`src/rtl/fifo_burst_reader_if.sv`:
```
// Stream, FIFO-read and command/status signals of the burst reader, grouped
// so the reader and its environment connect through one port.
interface fifo_burst_reader_if #(
  parameter int D_WIDTH   = 8,
  parameter int LEN_WIDTH = 8
);
  logic                 start;
  logic [LEN_WIDTH-1:0] burst_len;
  logic                 fifo_empty;
  logic                 fifo_rd_en;
  logic [D_WIDTH-1:0]   fifo_rd_data;
  logic                 m_valid;
  logic                 m_ready;
  logic [D_WIDTH-1:0]   m_data;
  logic                 busy;
  logic                 done;
  logic [LEN_WIDTH-1:0] beats_left;

  modport master (
    input  start, burst_len, fifo_empty, fifo_rd_data, m_ready,
    output fifo_rd_en, m_valid, m_data, busy, done, beats_left
  );

  modport slave (
    output start, burst_len, fifo_empty, fifo_rd_data, m_ready,
    input  fifo_rd_en, m_valid, m_data, busy, done, beats_left
  );
endinterface

```
`src/rtl/fifo_burst_reader.sv`:
```
// Read-side burst consumer: drains burst_len words from a FIFO with one cycle
// of read latency and replays them on a valid/ready stream via a small buffer.
module fifo_burst_reader #(
  parameter int D_WIDTH    = 8,
  parameter int OBUF_DEPTH = 2,
  parameter int LEN_WIDTH  = 8
) (
  input logic           rd_clk,
  input logic           reset,
  fifo_burst_reader_if.master bus
);

  localparam int PTR_W = $clog2(OBUF_DEPTH);
  localparam int CNT_W = $clog2(OBUF_DEPTH + 1);
  localparam logic [PTR_W-1:0] PTR_LAST = PTR_W'(OBUF_DEPTH - 1);
  localparam logic [CNT_W:0]   DEPTH_C  = (CNT_W + 1)'(OBUF_DEPTH);

  typedef enum logic [1:0] {IDLE, RUN, DRAIN} state_e;

  state_e               state_q, state_d;
  logic [LEN_WIDTH-1:0] len_q, len_d;
  logic [LEN_WIDTH-1:0] issued_q, issued_d;
  logic [LEN_WIDTH-1:0] beats_q, beats_d;
  logic                 done_q, done_d;
  logic                 inflight_q;
  logic [CNT_W-1:0]     occ_q, occ_d;
  logic [PTR_W-1:0]     head_q, head_d;
  logic [PTR_W-1:0]     tail_q, tail_d;
  logic [D_WIDTH-1:0]   buf_q [OBUF_DEPTH];

  logic                 pop;
  logic                 push;
  logic                 rd_en;
  logic [CNT_W:0]       pending;

  function automatic logic [PTR_W-1:0] ptr_inc(input logic [PTR_W-1:0] p);
    return (p == PTR_LAST) ? '0 : p + PTR_W'(1);
  endfunction

  assign pop  = (occ_q != '0) && bus.m_ready;
  assign push = inflight_q;

  // Counting the same-cycle pop as free space lets a 2-entry buffer stream
  // one word per cycle despite the read latency.
  assign pending = {1'b0, occ_q} + (CNT_W + 1)'(inflight_q) - (CNT_W + 1)'(pop);

  assign rd_en = !reset && (state_q == RUN) && (issued_q < len_q) &&
                 !bus.fifo_empty && (pending < DEPTH_C);

  always_comb begin
    state_d  = state_q;
    len_d    = len_q;
    issued_d = issued_q;
    beats_d  = beats_q;
    done_d   = 1'b0;
    if (rd_en) issued_d = issued_q + LEN_WIDTH'(1);
    if (pop && (beats_q != '0)) beats_d = beats_q - LEN_WIDTH'(1);
    case (state_q)
      IDLE: begin
        if (bus.start) begin
          if (bus.burst_len != '0) begin
            len_d    = bus.burst_len;
            issued_d = '0;
            beats_d  = bus.burst_len;
            state_d  = RUN;
          end else begin
            done_d = 1'b1;
          end
        end
      end
      RUN: begin
        if (issued_d == len_q) state_d = DRAIN;
      end
      DRAIN: begin
        // Finish once the last word has left the buffer and none is in flight.
        if (!inflight_q && (occ_d == '0)) begin
          state_d = IDLE;
          done_d  = 1'b1;
        end
      end
      default: state_d = IDLE;
    endcase
  end

  always_comb begin
    occ_d  = occ_q;
    head_d = head_q;
    tail_d = tail_q;
    if (push) tail_d = ptr_inc(tail_q);
    if (pop)  head_d = ptr_inc(head_q);
    if (push && !pop)      occ_d = occ_q + CNT_W'(1);
    else if (!push && pop) occ_d = occ_q - CNT_W'(1);
  end

  always_ff @(posedge rd_clk) begin
    if (reset) begin
      state_q    <= IDLE;
      len_q      <= '0;
      issued_q   <= '0;
      beats_q    <= '0;
      done_q     <= 1'b0;
      inflight_q <= 1'b0;
      occ_q      <= '0;
      head_q     <= '0;
      tail_q     <= '0;
    end else begin
      state_q    <= state_d;
      len_q      <= len_d;
      issued_q   <= issued_d;
      beats_q    <= beats_d;
      done_q     <= done_d;
      inflight_q <= rd_en;
      occ_q      <= occ_d;
      head_q     <= head_d;
      tail_q     <= tail_d;
    end
  end

  always_ff @(posedge rd_clk) begin
    if (push) buf_q[tail_q] <= bus.fifo_rd_data;
  end

  assign bus.fifo_rd_en = rd_en;
  assign bus.m_valid    = (occ_q != '0);
  assign bus.m_data     = buf_q[head_q];
  assign bus.busy       = (state_q != IDLE);
  assign bus.done       = done_q;
  assign bus.beats_left = beats_q;

  push_room_a: assert property (@(posedge rd_clk) disable iff (reset)
    ({1'b0, occ_q} + (CNT_W + 1)'(inflight_q)) <= DEPTH_C);

endmodule

```
`src/flat_wrapper.sv`:
```
// flat-port wrapper written by rule: the top's interface ports become plain ports
module fifo_burst_reader_flat 
#(
  parameter int D_WIDTH    = 8,
  parameter int OBUF_DEPTH = 2,
  parameter int LEN_WIDTH  = 8
)
  (rd_clk, reset, bus_start, bus_burst_len, bus_fifo_empty, bus_fifo_rd_data, bus_m_ready, bus_fifo_rd_en, bus_m_valid, bus_m_data, bus_busy, bus_done, bus_beats_left);
  fifo_burst_reader_if #(.D_WIDTH(D_WIDTH), .LEN_WIDTH(LEN_WIDTH)) bus_i ();
  input logic rd_clk;
  input logic reset;
  input wire logic [$bits(bus_i.start)-1:0] bus_start;
  input wire logic [$bits(bus_i.burst_len)-1:0] bus_burst_len;
  input wire logic [$bits(bus_i.fifo_empty)-1:0] bus_fifo_empty;
  input wire logic [$bits(bus_i.fifo_rd_data)-1:0] bus_fifo_rd_data;
  input wire logic [$bits(bus_i.m_ready)-1:0] bus_m_ready;
  output wire logic [$bits(bus_i.fifo_rd_en)-1:0] bus_fifo_rd_en;
  output wire logic [$bits(bus_i.m_valid)-1:0] bus_m_valid;
  output wire logic [$bits(bus_i.m_data)-1:0] bus_m_data;
  output wire logic [$bits(bus_i.busy)-1:0] bus_busy;
  output wire logic [$bits(bus_i.done)-1:0] bus_done;
  output wire logic [$bits(bus_i.beats_left)-1:0] bus_beats_left;
  assign bus_i.start = bus_start;
  assign bus_i.burst_len = bus_burst_len;
  assign bus_i.fifo_empty = bus_fifo_empty;
  assign bus_i.fifo_rd_data = bus_fifo_rd_data;
  assign bus_i.m_ready = bus_m_ready;
  assign bus_fifo_rd_en = bus_i.fifo_rd_en;
  assign bus_m_valid = bus_i.m_valid;
  assign bus_m_data = bus_i.m_data;
  assign bus_busy = bus_i.busy;
  assign bus_done = bus_i.done;
  assign bus_beats_left = bus_i.beats_left;
  fifo_burst_reader #(.D_WIDTH(D_WIDTH), .OBUF_DEPTH(OBUF_DEPTH), .LEN_WIDTH(LEN_WIDTH)) u_core (.rd_clk(rd_clk), .reset(reset), .bus(bus_i));
endmodule
```
`config.mk`:
```
export PLATFORM = sky130hd
export DESIGN_NAME = fifo_burst_reader_flat
export DESIGN_NICKNAME = d
export VERILOG_FILES = /design/src/rtl/fifo_burst_reader_if.sv /design/src/rtl/fifo_burst_reader.sv /design/src/flat_wrapper.sv
export SDC_FILE = /design/constraint.sdc
export NUM_CORES = 1
export LEC_CHECK = 0
export CORE_MARGIN = 1
export CORE_UTILIZATION = 46
export CTS_BUF_LIST = sky130_fd_sc_hd__clkbuf_8
export DETAILED_ROUTE_END_ITERATION = 8
export DONT_BUFFER_PORTS = 1
export PLACE_DENSITY = 0.62
export SYNTH_ARGS = -nofsm -noshare
export SYNTH_HDL_FRONTEND = slang
export SYNTH_SLANG_ARGS = --single-unit
```
`constraint.sdc`:
```
create_clock -name rd_clk -period 3.3 [get_ports rd_clk]
set_input_delay 0.66 -clock rd_clk [delete_from_list [all_inputs] [get_ports rd_clk]]
set_output_delay 0.66 -clock rd_clk [all_outputs]
set_load 0.03 [all_outputs]
```
* Word level (Yosys, flattened, before mapping)
Memory sizes are Yosys's and may differ from the RTL's. A register that Yosys moved wholly into a read port is not among the register bits. Index checks and enable logic that the tools add are counted.
Word-level totals: flip-flop bits (word level) 32, latch bits 0, RAM bits 16, memory bits (read-only) 0, input port bits 21, word-level logic and storage cells 73, memories 1
Operators by class: add/subtract/negate cells 8, multipliers 0, divide/modulo/power cells 0, magnitude comparators 2, equal/unequal tests 7, shift operators 0, muxes and demuxes 25, bitwise operators 0, reduce and logical (&&, ||, !) cells 21
Memory list:
- u_core.buf_q | words 2, bits a word 8, rd ports 1, clocked after Yosys merged registers in 1, write ports 1, line fifo_burst_reader.sv:29 | logic [D_WIDTH-1:0] buf_q [OBUF_DEPTH];
Operators with widths (number):
- $mux 8 | 8
- $reduce_bool 8->1 | 2
- $mux 2 | 6
- $logic_and 1x1->1 | 9
- $mux 1 | 9
- $add 8x1->8 const B | 1
- $eq 8x8->1 | 1
- $lt 8x8->1 | 1
- $sub 8x1->8 const B | 1
- $pmux 2 s3 | 1
- $logic_not 1->1 | 4
- $logic_not 2->1 | 2
- $ne 2x1->1 const B | 2
- $ne 2x2->1 const B | 2
- $reduce_and 4->1 | 1
- $reduce_bool 2->1 | 2
- $add 2x1->3 | 1
- $lt 3x2->1 const B | 1
- $reduce_and 3->1 | 1
- $sub 3x1->3 | 1
- $add 1x1->1 const B | 2
- $add 2x1->2 const B | 1
- $eq 2x1->1 const B | 1
- $eq 2x2->1 const B | 1
- other kinds (2) | 2

* Depth between registers and ports, before layout
Gate-level depths: netlist of the first run.
word-level depth 9, mapped depth 15, gate-level depth less buffers 13

* Least setup slack after synthesis of the first run
OpenSTA, ideal clock, no wires.
path type reg-to-reg, start point reg u_core.occ_q[1], end point reg u_core.state_q[0], setup time 119 ps, arrival 3304 ps, path slack -122 ps, stages on the path, launching flop included 16, buffers on the path 2, cells stage by stage dfxtp_1 -> inv_1 -> ha_1 -> nand2b_1 -> buf_2 -> xnor2_1 -> nand2_1 -> fa_1 -> nor4b_4 -> nand4_2 -> or3_1 -> buf_2 -> or3_1 -> nand3_1 -> o21ai_1 -> o221a_1
Between the ends: word-level cells in the longest chain between the ends 9, elaborated cells between the ends (all ways) 20
RTL lines:
- start: declaration | line fifo_burst_reader.sv:26 | logic [CNT_W-1:0] occ_q, occ_d;
- start signal: assignment | line fifo_burst_reader.sv:103 | occ_q <= '0;
- start signal: assignment | line fifo_burst_reader.sv:113 | occ_q <= occ_d;
- parallel branches: the longest is 8 deep, another holds $add 2x1->3
- $reduce_and 4->1 (no line) (*)
- end signal: assignment | line fifo_burst_reader.sv:107 | state_q <= state_d;
- end: declaration | line fifo_burst_reader.sv:20 | state_e state_q, state_d;
Mark *: on every way between the ends. A chain may end at the register's enable or synchronous reset.

* Worst setup path in the final report of the first run
start point reg u_core.occ_q[0], end point out bus_fifo_rd_en
Between the ends: word-level cells in the longest chain between the ends 5, elaborated cells between the ends (all ways) 6
RTL lines:
- parallel branches: the longest is 2 deep, another holds $add 2x1->3
- $sub 3x1->3 (*) | line fifo_burst_reader.sv:45 | assign pending = {1'b0, occ_q} + (CNT_W + 1)'(inflight_q) - (CNT_W + 1)'(pop);
- $lt 3x2->1 (*) | line fifo_burst_reader.sv:48 | !bus.fifo_empty && (pending < DEPTH_C);
- $logic_and 1x1->1 (*) | line fifo_burst_reader.sv:48
- end: declaration | line flat_wrapper.sv:17 | output wire logic [$bits(bus_i.fifo_rd_en)-1:0] bus_fifo_rd_en;
Marks and branches as above.

==> results of run 1 <==
## cell type report
cell class	instances	area (um2)	share of cell area
Clock buffer	5	68.8	0.0251
Clock inverter	3	25.0	0.00912
Inverter	15	56.3	0.0205
Multi-Input combinational cell	183	1270	0.463
Sequential cell	49	1150	0.418
Tap cell	70	87.6	0.0319
Timing Repair Buffer	11	90.1	0.0328
## per-stage QoR
stage	cells	utilization	instance area (um2)	setup slack [ns]
6_report	336	0.534	2750	0.0964
5_1_grt	336	0.534	2750	0.00430
4_1_cts	334	0.526	2710	0.0230
3_5_place_dp	325	0.503	2580	0.0466
3_3_place_gp	325	0.503	2580	0.160
2_1_floorplan	258	-	2490	0.0112
## worst max-delay path: cells and delay by family, from the launching register on
family | cells | cell delay (ns)
XOR/XNOR | 1 | 0.16
adder cells (fa/ha/maj) | 2 | 0.64
buffers and inverters | 3 | 0.37
flip-flops | 1 | 0.38
AND/OR/NAND/NOR | 5 | 0.68
## repair_timing
item / 4_1_cts / 5_1_grt
pin swaps: 1 / 4
endpoints found under the setup margin: 1 / 2
cloned: 0 / 0
setup buffers: 1 / 2
resized for setup: 4 / 7
## cells by family (layout without fill, tap and decap cells)
| kind of cell | Yosys count | in the layout | share of synthesized area |
|---|---|---|---|
| compound gates | 41 | 41 | 0.104 |
| xor+xnor | 29 | 29 | 0.102 |
| fa+ha+maj | 12 | 12 | 0.0636 |
| buf+inv | 26 | 34 | 0.0434 |
| flops | 49 | 49 | 0.460 |
| mux | 9 | 9 | 0.0404 |
| simple gates | 92 | 92 | 0.185 |
## metal layers
layer,wire [um],GRT usage
met5,0,0
met4,50,0.0535
met3,250,0.0503
met2,2300,0.303
met1,2320,0.236
## Yosys cell counts (2+ instances only)
cell type	n
and2_1	2
xor2_1	7
edfxtp_1	16
or3_1	5
inv_1	15
buf_2	2
a21oi_1	11
o21ai_0	10
mux2_2	8
nor4_1	6
a31oi_1	3
nand3_1	7
clkbuf_1	7
o211ai_1	3
dfxtp_1	33
ha_1	11
nand2_1	29
o21ai_1	2
a211oi_1	4
xnor2_1	22
nor3b_1	2
nor3_1	6
nor2_1	25
## worst max path at each step
stage                     slack [ns]                 to  cells past startpoint       startpoint
final                            0.1     bus_fifo_rd_en                     11  u_core.occ_q[0]
after global routing           0.004     bus_fifo_rd_en                     11  u_core.occ_q[0]
after CTS                       0.02     bus_fifo_rd_en                     11  u_core.occ_q[0]
after detailed placement        0.05  u_core.state_q[0]                     13  u_core.occ_q[0]
after global placement          0.16  u_core.state_q[0]                     13  u_core.occ_q[0]
after floorplan                 0.01  u_core.state_q[0]                     15  u_core.occ_q[1]
## flip-flops by register name (all words and copies together), names as in the netlist, named ones only
register               cells
u_core.bus.beats_left      8
u_core.occ_q               2
u_core.len_q               8
u_core.buf_q              16
u_core.bus.done            1
u_core.issued_q            8
u_core.head_q              1
u_core.inflight_q          1
u_core.tail_q              1
u_core.state_q             2
## power breakdown
part | internal [mW] | switching, mW
logic | 0.246 | 0.317
registers | 0.687 | 0.101
clock network | 0.155 | 0.212
## layout by cell type, fill, tap and decap left out, types with 7 or more instances in the layout
cell type  count
a21oi_1       11
buf_4          9
dfxtp_1       31
edfxtp_1      16
ha_1          10
inv_1         13
mux2_2         8
nand2_1       29
nand3_1        7
nor2_1        24
o21ai_0       10
xnor2_1       21
xor2_1         7
==> metrics.md, run 1 <==
| Metric | Value |
|---|---|
| Crit-path max cell delay | `0.49 ns` |
| Critical-path cell list | `inv_2, ha_4, nand2b_4, xnor2_2, nand2_1, fa_1, nor4b_4, nand4_2, buf_6, nor2_4, buf_6` |
| Starting Density | `0.482` |
| Mapped Nets | `291` |
| Fill count | `481` |
| Reg2reg end | `u_core.state_q[0]` |
| Top cell by count, worst path | `buf_6` |
| GRT Total Usage | `0.183` |
| Post-synth ARST share | `0` |
| Fmax | `312 MHz` |
| TritonRoute pass-1 iters | `4` |
| Iter 0 DRT Violations | `59` |
| Setup CP Type | `reg2out` |
| Crit Path Max Fanout | `5` |
| Arr. time, crit path | `2.54 ns` |
| Synth warn | `0` |
| FF-to-FF setup slack | `0.15 ns` |
| Drt drc | `0` |
| WL/cell | `14.6 um` |
| Vias in the first global route | `1,658` |
| Setup crit end kind | `output port` |
| Clk root buf | `clkbuf_8` |
| GPL Wtd Cong | `0.818` |
| Fin crit share | `0.971` |
| Cell Area, Synth | `0.00248 mm2` |
| Bufs on Longest Clock Path | `2` |
| CTS tree | `done` |
| Final Net Count | `298` |
| Vias per inst | `5.34` |
| Leak Pwr | `0.966 nW` |
| Hold path endpoint | `u_core.bus.beats_left[5]` |
| Area leader, netlist | `dfxtp_1` |
| Hold path cells | `1` |
| Outcome | `finished, final reports clean` |
| Fin. Hold Viols | `0` |
| Routed Antenna Nets | `0` |
| R2R depth | `13` |
| Layout cell share with drive strength beyond 1 | `0.150` |
| Grt total ovfl | `0` |
| CORE AREA | `0.00514 mm2` |
| Setup Skew | `0.00656 ns` |
| Predominant post-synthesis flop cell | `dfxtp_1` |
| Yosys top cell area share | `0.267` |
| Die extent in y | `75.4 um` |
| Initial antenna violation count | `0` |
| Worst vdd ir | `0.318 mV` |
| Hold bufs inserted after CTS | `0` |
| Yosys reg bits | `49` |
| CTS Buf Count | `5` |
| Sequential fraction of the synthesis area | `0.460` |
| Synth-to-layout area growth | `10.8%` |
| Post-synth EDFFs | `16` |
| Slowest CP cell | `fa_1` |
| Clk pin slew, worst setup/hold paths | `0.10 ns` |
| Hold WS | `0.414 ns` |
| Clock latency on the worst-skew pair | `0.31 ns` |
| Chip width | `75.4 um` |
| Sink Count | `49` |
| Post-Syn Area per Cell | `9.61 um2` |
| Slew margin rel. | `0.522` |
| Die area | `0.00569 mm2` |
| Worst hold path startpoint | `reset` |
| Reg2reg start | `u_core.occ_q[0]` |
| Io pins | `41` |
| H-tree levels | `2` |
| Final setup vio count | `0` |
| Final Max Slew Viols | `0` |
| Largest net degree at the start of global routing | `19` |
| CP startpoint kind | `register` |
| PD cells | `625 mW/mm2` |
| TNS Setup | `0 ns` |
| Row Count | `26` |
| RSZ-0062 raised after global routing | `no` |
| Syn Inst Count | `258` |
| Post-Route WL | `4920 um` |
| Post-route minimum period | `3.20 ns` |
| Inserted Diodes | `0` |
| Power consumption | `1.72 mW` |
| Yosys cell types | `45` |
| Dominant cells by area after synthesis | `dfxtp_1 (27%), edfxtp_1 (19%), xnor2_1 (7.8%), ha_1 (5.6%), nand2_1 (4.4%)` |
| Slew @ Worst Pin | `0.715 ns` |
| Hold Path Class | `in2reg` |
| First-pass GRT wire length | `7760 um` |
| Critical path data required time | `2.64 ns` |
| DPL Wire Length | `3620 um` |
| I/O Buffers | `0` |
| Max Cap Violations | `0` |
| Via count | `1,794` |
No activity file was read; power rests on OpenSTA's default activity.
==> run 2: changes to the inputs <==
- CORE_UTILIZATION: 46 -> 54
- GPL_TIMING_DRIVEN: not set -> 0
- PLACE_DENSITY: 0.62 -> 0.71
==> metrics.md, run 2 (same netlist as run 1, synthesis figures left out) <==
| Metric | Value |
|---|---|
| Setup crit end kind | `output port` |
| DPL Wire Length | `3640 um` |
| CP endpoint | `bus_fifo_rd_en` |
| I/O Buffers | `0` |
| Inserted Diodes | `0` |
| Leak Pwr | `0.974 nW` |
| Post-Route WL | `5070 um` |
| Most frequent cells in the layout | `dfxtp_1 (31), nand2_1 (28), nor2_1 (24)` |
| Slew @ Worst Pin | `0.715 ns` |
| Clock latency on the worst-skew pair | `0.31 ns` |
| Bufs on Longest Clock Path | `2` |
| Vias per inst | `5.74` |
| Sink Count | `49` |
| Fin crit share | `0.969` |
| Row Count | `24` |
| Fin. Hold Viols | `0` |
| P_sw | `666 uW` |
| Final std cells w/o fill | `325` |
| H-tree levels | `2` |
| Starting Density | `0.565` |
| Max layer used | `met4` |
| Worst vdd ir | `0.350 mV` |
| Iter 0 DRT Violations | `82` |
| Synth-to-layout area growth | `12.7%` |
| CTS Buf Count | `5` |
| Max Cap Violations | `0` |
| Met3 Routed Length | `380 um` |
| Via count | `1,865` |
| PD cells | `639 mW/mm2` |
| Outcome | `finished, final reports clean` |
| Fmax | `313 MHz` |
| Dpl cells | `310` |
| Max FFs per register | `16` |
| CP startpoint kind | `register` |
| Grt total ovfl | `0` |
| WL/cell | `15.6 um` |
| Metal2 WL | `2390 um` |
| Critical path data required time | `2.64 ns` |
| Setup CP Type | `reg2out` |
| Layout cell share with drive strength beyond 1 | `0.168` |
| Commonest non-fill, non-tap cell in the layout | `dfxtp_1` |
| Initial antenna violation count | `0` |
| Hold bufs inserted after CTS | `0` |
| Largest net degree at the start of global routing | `18` |
| Logic pwr share | `0.360` |
| Core Util, Final | `0.637` |
| Crit. Startpoint | `u_core.occ_q[0]` |
| Top reg by flops | `u_core.buf_q` |
| Final Net Count | `305` |
| Final Max Slew Viols | `0` |
| Vias in the first global route | `1,868` |
| Final setup vio count | `0` |
| Die extent in y | `69.8 um` |
| Io pins | `41` |
| Arr. time, crit path | `2.54 ns` |
| M1 WL | `2230 um` |
| Routed Antenna Nets | `0` |
| CORE AREA | `0.00438 mm2` |
| Sequential Power Share | `0.434` |
| Reg2reg start | `u_core.occ_q[0]` |
| Crit Path Max Fanout | `6` |
| Die area | `0.00487 mm2` |
| Chip width | `69.8 um` |
| Internal power | `1.12 mW` |
| CTS tree | `done` |
| GRT Total Usage | `0.219` |
| TritonRoute pass-1 iters | `4` |
| Power consumption | `1.79 mW` |
| Hold WS | `0.440 ns` |
| Setup Skew | `0.00630 ns` |
| Clk root buf | `clkbuf_8` |
| Clk pin slew, worst setup/hold paths | `0.10 ns` |
| R2R depth | `13` |
| First-pass GRT wire length | `8490 um` |
| GPL Wtd Cong | `0.797` |
| Hold Path Class | `in2reg` |
| Post-route minimum period | `3.20 ns` |
| RSZ-0062 raised after global routing | `yes` |
| FF-to-FF setup slack | `0.15 ns` |
| Slew margin rel. | `0.522` |
| Clock power share | `0.206` |
| Reg2reg end | `u_core.state_q[0]` |
| Switching share of power | `0.373` |
| Drt drc | `0` |
==> run 2: changes by cell type in the layout (fill, tap and decap cells not counted), sizes merged <==
cell and change:
clkinv +1, clkbuf +7, inv -1
==> run 2: critical path, stage by stage, from the launching register on <==
cell and delay (ns):
dfxtp_2 0.35, inv_2 0.05, ha_4 0.15, nand2b_4 0.17, xnor2_4 0.19, nand2_2 0.08, fa_1 0.48, nor4b_4 0.23
nand4_4 0.19, nor2_4 0.33
==> run 2: through the flow <==
step | setup TNS, ns | worst slack, ns | cell area (um2)
2_1_floorplan | 0 | 0.0112 | 2490
3_3_place_gp | -0.560 | -0.243 | 2560
3_5_place_dp | -0.685 | -0.279 | 2560
4_1_cts | 0 | 0.000251 | 2770
5_1_grt | -0.0269 | -0.0269 | 2790
6_report | 0 | 0.101 | 2790
==> run 2: worst min-delay path by stage <==
stage                              from            endpoint  slack (ns)  depth (start not counted)
global route        bus_fifo_rd_data[1]  u_core.buf_q[1][1]        0.42                          0
finish              bus_fifo_rd_data[2]  u_core.buf_q[0][2]        0.44                          0
CTS                 bus_fifo_rd_data[0]  u_core.buf_q[1][0]        0.43                          0
detailed placement    u_core.state_q[0]     u_core.bus.done        0.47                          1
global placement      u_core.state_q[0]     u_core.bus.done        0.46                          1
floorplan             u_core.state_q[0]     u_core.bus.done        0.43                          1
==> run 2: what timing repair did <==
action / 4_1_cts / 5_1_grt
cloned: 0 / 0
resized for setup: 15 / 6
pin swaps: 8 / 7
setup endpoints to repair: 3 / 3
setup buffers: 7 / 2
==> run 2: per-layer routing <==
layer / track usage / vias to the layer above
met5: 0 / -
met3: 0.0741 / 9
met2: 0.350 / 61
li1: - / 925
met1: 0.278 / 870
met4: 0.0778 / 0
==> run 2: power by group through the flow <==
stage                     logic (mW)  clock network [mW]  registers [mW]
after floorplan                0.440                   0           0.777
after global placement         0.503                   0           0.790
after detailed placement       0.511                   0           0.792
after CTS                      0.610               0.376           0.774
after global routing           0.706               0.401           0.782
final                          0.642               0.368           0.774
==> run 2: cell type report <==
cell class	instances	area, um2
Tap cell	52	65.1
Buffer	9	42.5
Sequential cell	49	1150
Multi-Input combinational cell	183	1320
Fill cell	366	1590
Timing Repair Buffer	9	67.6
Inverter	15	58.8
Clock buffer	5	68.8
Clock inverter	3	25.0
